===== src/rtl/riscv_hazard_ctrl_pkg.sv =====
// Shared constants for the hazard controller: register index type, the
// opcode field values it decodes and the wait-FSM encodings.
package riscv_hazard_ctrl_pkg;

  localparam int REG_ADDR_W = 5;
  typedef logic [REG_ADDR_W-1:0] reg_addr_t;

  // inst[6:2] values
  localparam logic [4:0] OP_LUI   = 5'b01101;
  localparam logic [4:0] OP_AUIPC = 5'b00101;
  localparam logic [4:0] OP_JAL   = 5'b11011;
  localparam logic [4:0] OP_JALR  = 5'b11001;
  localparam logic [4:0] OP_OPIMM = 5'b00100;
  localparam logic [4:0] OP_LOAD  = 5'b00000;

  localparam logic [0:0] ST_RUN  = 1'b0;
  localparam logic [0:0] ST_WAIT = 1'b1;

endpackage


===== src/rtl/riscv_src_use.sv =====
// Opcode -> source-register usage decode; shared with the forwarding unit
// so both agree on when rs2 is a real operand.
module riscv_src_use
  import riscv_hazard_ctrl_pkg::*;
(
  input  logic [4:0] opcode,
  output logic       uses_rs1,
  output logic       uses_rs2
);

  logic no_src;
  logic rs1_only;

  assign no_src   = (opcode == OP_LUI) || (opcode == OP_AUIPC) || (opcode == OP_JAL);
  assign rs1_only = (opcode == OP_OPIMM) || (opcode == OP_LOAD) || (opcode == OP_JALR);

  assign uses_rs1 = !no_src;
  assign uses_rs2 = !no_src && !rs1_only;

endmodule


===== src/rtl/riscv_hazard_ctrl.sv =====
// Stall/flush/redirect controller for the 5-stage pipeline: load-use
// bubbles, taken-branch squashes and data-memory freezes with a timeout.
//
// state | meaning
// RUN   | no memory access stalled
// WAIT  | MEM stage waiting on dmem_ready; wait counter running
module riscv_hazard_ctrl
  import riscv_hazard_ctrl_pkg::*;
#(
  parameter int MEM_TIMEOUT = 255
) (
  input  logic        clk,
  input  logic        rst,
  input  logic [4:0]  IF_ID_opcode,
  input  reg_addr_t   IF_ID_rs1_idx,
  input  reg_addr_t   IF_ID_rs2_idx,
  input  logic        ID_EX_MemtoReg,
  input  logic        ID_EX_RegWr,
  input  reg_addr_t   ID_EX_rd_idx,
  input  logic        branch_taken,
  input  logic        dmem_req,
  input  logic        dmem_ready,
  output logic        pc_stall,
  output logic        IF_ID_stall,
  output logic        ID_EX_stall,
  output logic        EX_MEM_stall,
  output logic        IF_ID_flush,
  output logic        ID_EX_flush,
  output logic        MEM_WB_flush,
  output logic        pc_redirect,
  output logic        mem_err,
  output logic [15:0] stall_cnt
);

  localparam logic [7:0] TIMEOUT = 8'(MEM_TIMEOUT);

  logic [0:0] state;
  logic       pend_br;
  logic [7:0] wait_cnt;
  logic [7:0] wait_nxt;
  logic       uses_rs1;
  logic       uses_rs2;
  logic       freeze;
  logic       br;
  logic       lu;
  logic       lu_hit;
  logic       load_use;
  logic       active;

  riscv_src_use u_src_use (
    .opcode   (IF_ID_opcode),
    .uses_rs1 (uses_rs1),
    .uses_rs2 (uses_rs2)
  );

  assign freeze = dmem_req && !dmem_ready;
  assign br     = (branch_taken || pend_br) && !freeze;
  assign lu     = ID_EX_MemtoReg && ID_EX_RegWr && (ID_EX_rd_idx != '0);
  assign lu_hit = lu && ((uses_rs1 && (ID_EX_rd_idx == IF_ID_rs1_idx)) ||
                         (uses_rs2 && (ID_EX_rd_idx == IF_ID_rs2_idx)));
  // A squashed ID instruction cannot cause a load-use bubble.
  assign load_use = lu_hit && !freeze && !br;

  // Gate with rst so the controls fall the moment reset is applied.
  assign active       = !rst;
  assign pc_stall     = active && (freeze || load_use);
  assign IF_ID_stall  = active && (freeze || load_use);
  assign ID_EX_stall  = active && freeze;
  assign EX_MEM_stall = active && freeze;
  assign MEM_WB_flush = active && freeze;
  assign IF_ID_flush  = active && br;
  assign ID_EX_flush  = active && (br || load_use);
  assign pc_redirect  = active && br;

  assign wait_nxt = (wait_cnt == 8'hFF) ? wait_cnt : wait_cnt + 8'd1;

  always_ff @(posedge clk or posedge rst) begin
    if (rst) begin
      state     <= ST_RUN;
      pend_br   <= 1'b0;
      wait_cnt  <= '0;
      mem_err   <= 1'b0;
      stall_cnt <= '0;
    end else begin
      if (state == ST_RUN) begin
        if (freeze) begin
          state    <= ST_WAIT;
          wait_cnt <= '0;
        end
      end else begin
        if (dmem_ready || !dmem_req) state <= ST_RUN;
        wait_cnt <= wait_nxt;
        if (wait_nxt == TIMEOUT) mem_err <= 1'b1;
      end

      if (br) pend_br <= 1'b0;
      else if (branch_taken && freeze) pend_br <= 1'b1;

      if (pc_stall && (stall_cnt != 16'hFFFF)) stall_cnt <= stall_cnt + 16'd1;
    end
  end

endmodule


===== config.mk =====
export PLATFORM = sky130hd
export DESIGN_NAME = riscv_hazard_ctrl
export DESIGN_NICKNAME = d
export VERILOG_FILES = /design/src/rtl/riscv_hazard_ctrl_pkg.sv /design/src/rtl/riscv_src_use.sv /design/src/rtl/riscv_hazard_ctrl.sv
export SDC_FILE = /design/constraint.sdc
export NUM_CORES = 1
export LEC_CHECK = 0
export ABC_AREA = 1
export ABC_CLOCK_PERIOD_IN_PS = 1500
export BUFFER_PORTS_ARGS = -buffer_cell sky130_fd_sc_hd__buf_4
export CORE_MARGIN = 3
export CORE_UTILIZATION = 40
export DETAILED_ROUTE_END_ITERATION = 8
export PLACE_DENSITY = 0.66
export SLEW_MARGIN = 10
export SYNTH_ARGS = -nofsm -noshare
export SYNTH_HDL_FRONTEND = slang
export SYNTH_SLANG_ARGS = --single-unit

===== constraint.sdc =====
create_clock -name clk -period 1.5 [get_ports clk]
set_input_delay 0 -clock clk [delete_from_list [all_inputs] [get_ports clk]]
set_output_delay 0 -clock clk [all_outputs]
set_load 0.05 [all_outputs]

==> flow_metrics.tcl <==
set metrics [dict create \
    status "finished with violations" \
    violations "negative setup slack" \
    clkTransAtPathRegs_ps 90 \
    drc 0 \
    clkPwrFrac 0.194 \
    finalMaxSlewViolations 0 \
    grtUsageTotal 0.176 \
    crit_start "wait_cnt[1]" \
    powerDensity_mw_per_mm2 759 \
    port_buffers 51 \
    dp_hpwl_um 3710 \
    post-route-min-period_ps 1570 \
    cp_slowest_stage_delay_ps 370 \
    finish.utilization 0.638 \
    grt_pass1_wl_um 7820 \
    total_power_mw 2.15 \
    area_growth_pct 51.0 \
    worst_path_max_delay_cell "dfrtp_1" \
    coreArea_mm2 0.00444 \
    max_freq_mhz 638 \
    p_seq_frac 0.416 \
    num_rows 24 \
    synth-edff-count 0 \
    vias 1961 \
    p_sw_frac 0.375 \
    cp_max_fo 3 \
    setup_viol 1 \
    first_pass_iters 4 \
    grt_pass1_vias 1808 \
    overflow 0 \
    holdCritStartpoint "dmem_ready" \
    rsz0062_at_grt "true" \
    num_antenna_cells 0 \
    placed_cell_area_mm2 0.00254 \
    cp_top_family "simple AND/OR/NAND/NOR gates" \
    crit_buf_inv 0 \
    crit_type "reg2reg" \
    syn_inst 265 \
    synth_nets 294 \
    cts_tree "built" \
    clockBufferDepth 2 \
    finalSetupTns_ps -66.9 \
    ys_types 29 \
    vdd_drop_max_mv 0.805 \
    relSlewSlack 0.767 \
    synth_flop_cell "dfrtp_1" \
    hp-class "in2reg" \
    yosys-top-cells-area "dfrtp_1 (36%), nand2_1 (15%), nand3_1 (7.7%)" \
    fin_nets 384 \
    yosysTopAreaCell "dfrtp_1" \
    numCtsBuffers 3 \
    wire_per_inst_um 12.2 \
    start_util 0.423 \
    design.portCount 52 \
    p_leak_nw 1.40 \
    cap_violations 0 \
    clock_sinks 27 \
    grt_max_degree 28 \
    crit_arrival_ps 1780 \
    synth-seq-area-share 0.360 \
    finalCritPeriodShare 1.04 \
    dpl.cell_count 389 \
    gp_congestion 0.939 \
    combPwrFrac 0.391 \
    drive_above_1_share 0.410 \
    end_kind "register" \
    r2r_start "wait_cnt[1]" \
    startpoint_type "register" \
    cellInternalPower_mw 1.35 \
    layoutNonFillerInstCount 406 \
    design_area_mm2 0.00284 \
    skew_ps 4.24 \
    tightest_slew_ps 349 \
    ys_async_sr_fraction 1.00 \
    wl_um 4970 \
    clk_latency_ps 270 \
    die_width_um 74.5 \
    timing.hold.ws_ps 26.7 \
    layout_setup_ws_ps -66.9 \
    cts_max_level 1 \
    hold_violations 0 \
    antenna_found_initial 0 \
    drtAntennaViolNets 0 \
    synth.top_cells.by_count "nand2_1 (76), inv_1 (30), nor2_1 (30)" \
    drt-initial-drc-count 102 \
    ys.warnings.count 0 \
    netlist.area_leader.share 0.360 \
    viasPerCell 4.83 \
    netSwitchingPower_uw 809 \
    die_y_um 74.5 \
    die_area_mm2 0.00555 \
    synth.most_common_cell "nand2_1" \
    syn_area_mm2 0.00188 \
    crit_chain "ha_2, nand2_2, nor2_4, nand2_2, nor2_4, nand2_2, o21ai_1, nand2_1, nor2_1, nand2_1, nand2_1" \
    dp_slack_ps -86.0 \
    ys_ff_latch 27 \
    cts_root_buffer "clkbuf_8" \
    synth.avg_cell_area_um2 7.09 \
    worstPathRequired_ps 1720 \
]
sequential cells by signal, indices dropped and copies added (netlist names):
name       cells
mem_err        1
pend_br        1
stall_cnt     16
state          1
wait_cnt       8
worst paths after layout:
kind,to,cells past startpoint,slack [ps]
worst max register to register,mem_err,11,-70
worst min register to register,mem_err,2,480
max in group asynchronous,stall_cnt[4],4,850
worst min-delay path,pend_br,4,30
worst max-delay path,mem_err,11,-70
min in group asynchronous,stall_cnt[2],4,370
cells by family after synthesis:
family / share of synthesized area
buffers and inverters: 0.101
adder cells (fa/ha/maj): 0.0133
AO/OA/AOI/OAI: 0.0526
AND/OR/NAND/NOR: 0.370
XOR/XNOR: 0.103
flip-flops: 0.360
per-layer routing:
layer	up-vias	part of all wire	GRT usage
met5	-	0	0
li1	1014	-	-
met3	5	0.055	0.0203
met4	0	0.0080	0.0375
met1	884	0.45	0.244
met2	58	0.48	0.297
power groups by stage:
stage | combinational, mW | clock, mW | sequential [mW]
after floorplan | 0.293 | 0 | 1.08
after global placement | 0.768 | 0 | 0.905
after detailed placement | 0.776 | 0 | 0.906
after CTS | 0.807 | 0.425 | 0.891
after global routing | 0.916 | 0.442 | 0.905
final | 0.841 | 0.417 | 0.895
tightest hold or removal path, cell delays in order:
cell,delay [ps]
buf_4,80
nor2_2,50
inv_1,90
nor2_1,50
layout by cell type (no fill, tap or decap), drive strengths merged:
master,instances
o211ai,1
nor3,9
nand4,3
nor4,1
nand3b,2
a21oi,1
o21ai,13
clkbuf,3
xor2,12
clkinv,1
dlygate4sd3,3
xnor2,10
dfrtp,27
a22o,1
a31oi,1
nand2,79
nor2,32
inv,31
ha,2
buf,91
nand3,30
o22ai,1
cell type report:
cell class                      count  area (µm²)
Multi-Input combinational cell    198        1170
Clock inverter                      1        5.00
Tap cell                           52        65.1
Inverter                           31         116
Clock buffer                        3        41.3
Fill cell                         403        1610
Sequential cell                    27         689
Timing Repair Buffer               94         748
what timing repair did:
action | CTS | global route
gates resized for setup | 9 | 33
pin swaps | 0 | 9
endpoints found under the hold margin | 29 | 0
setup endpoints to repair | 8 | 23
hold buffers | 3 | 0
buffers inserted | 2 | 8
No activity file was read; power rests on OpenSTA's default activity.
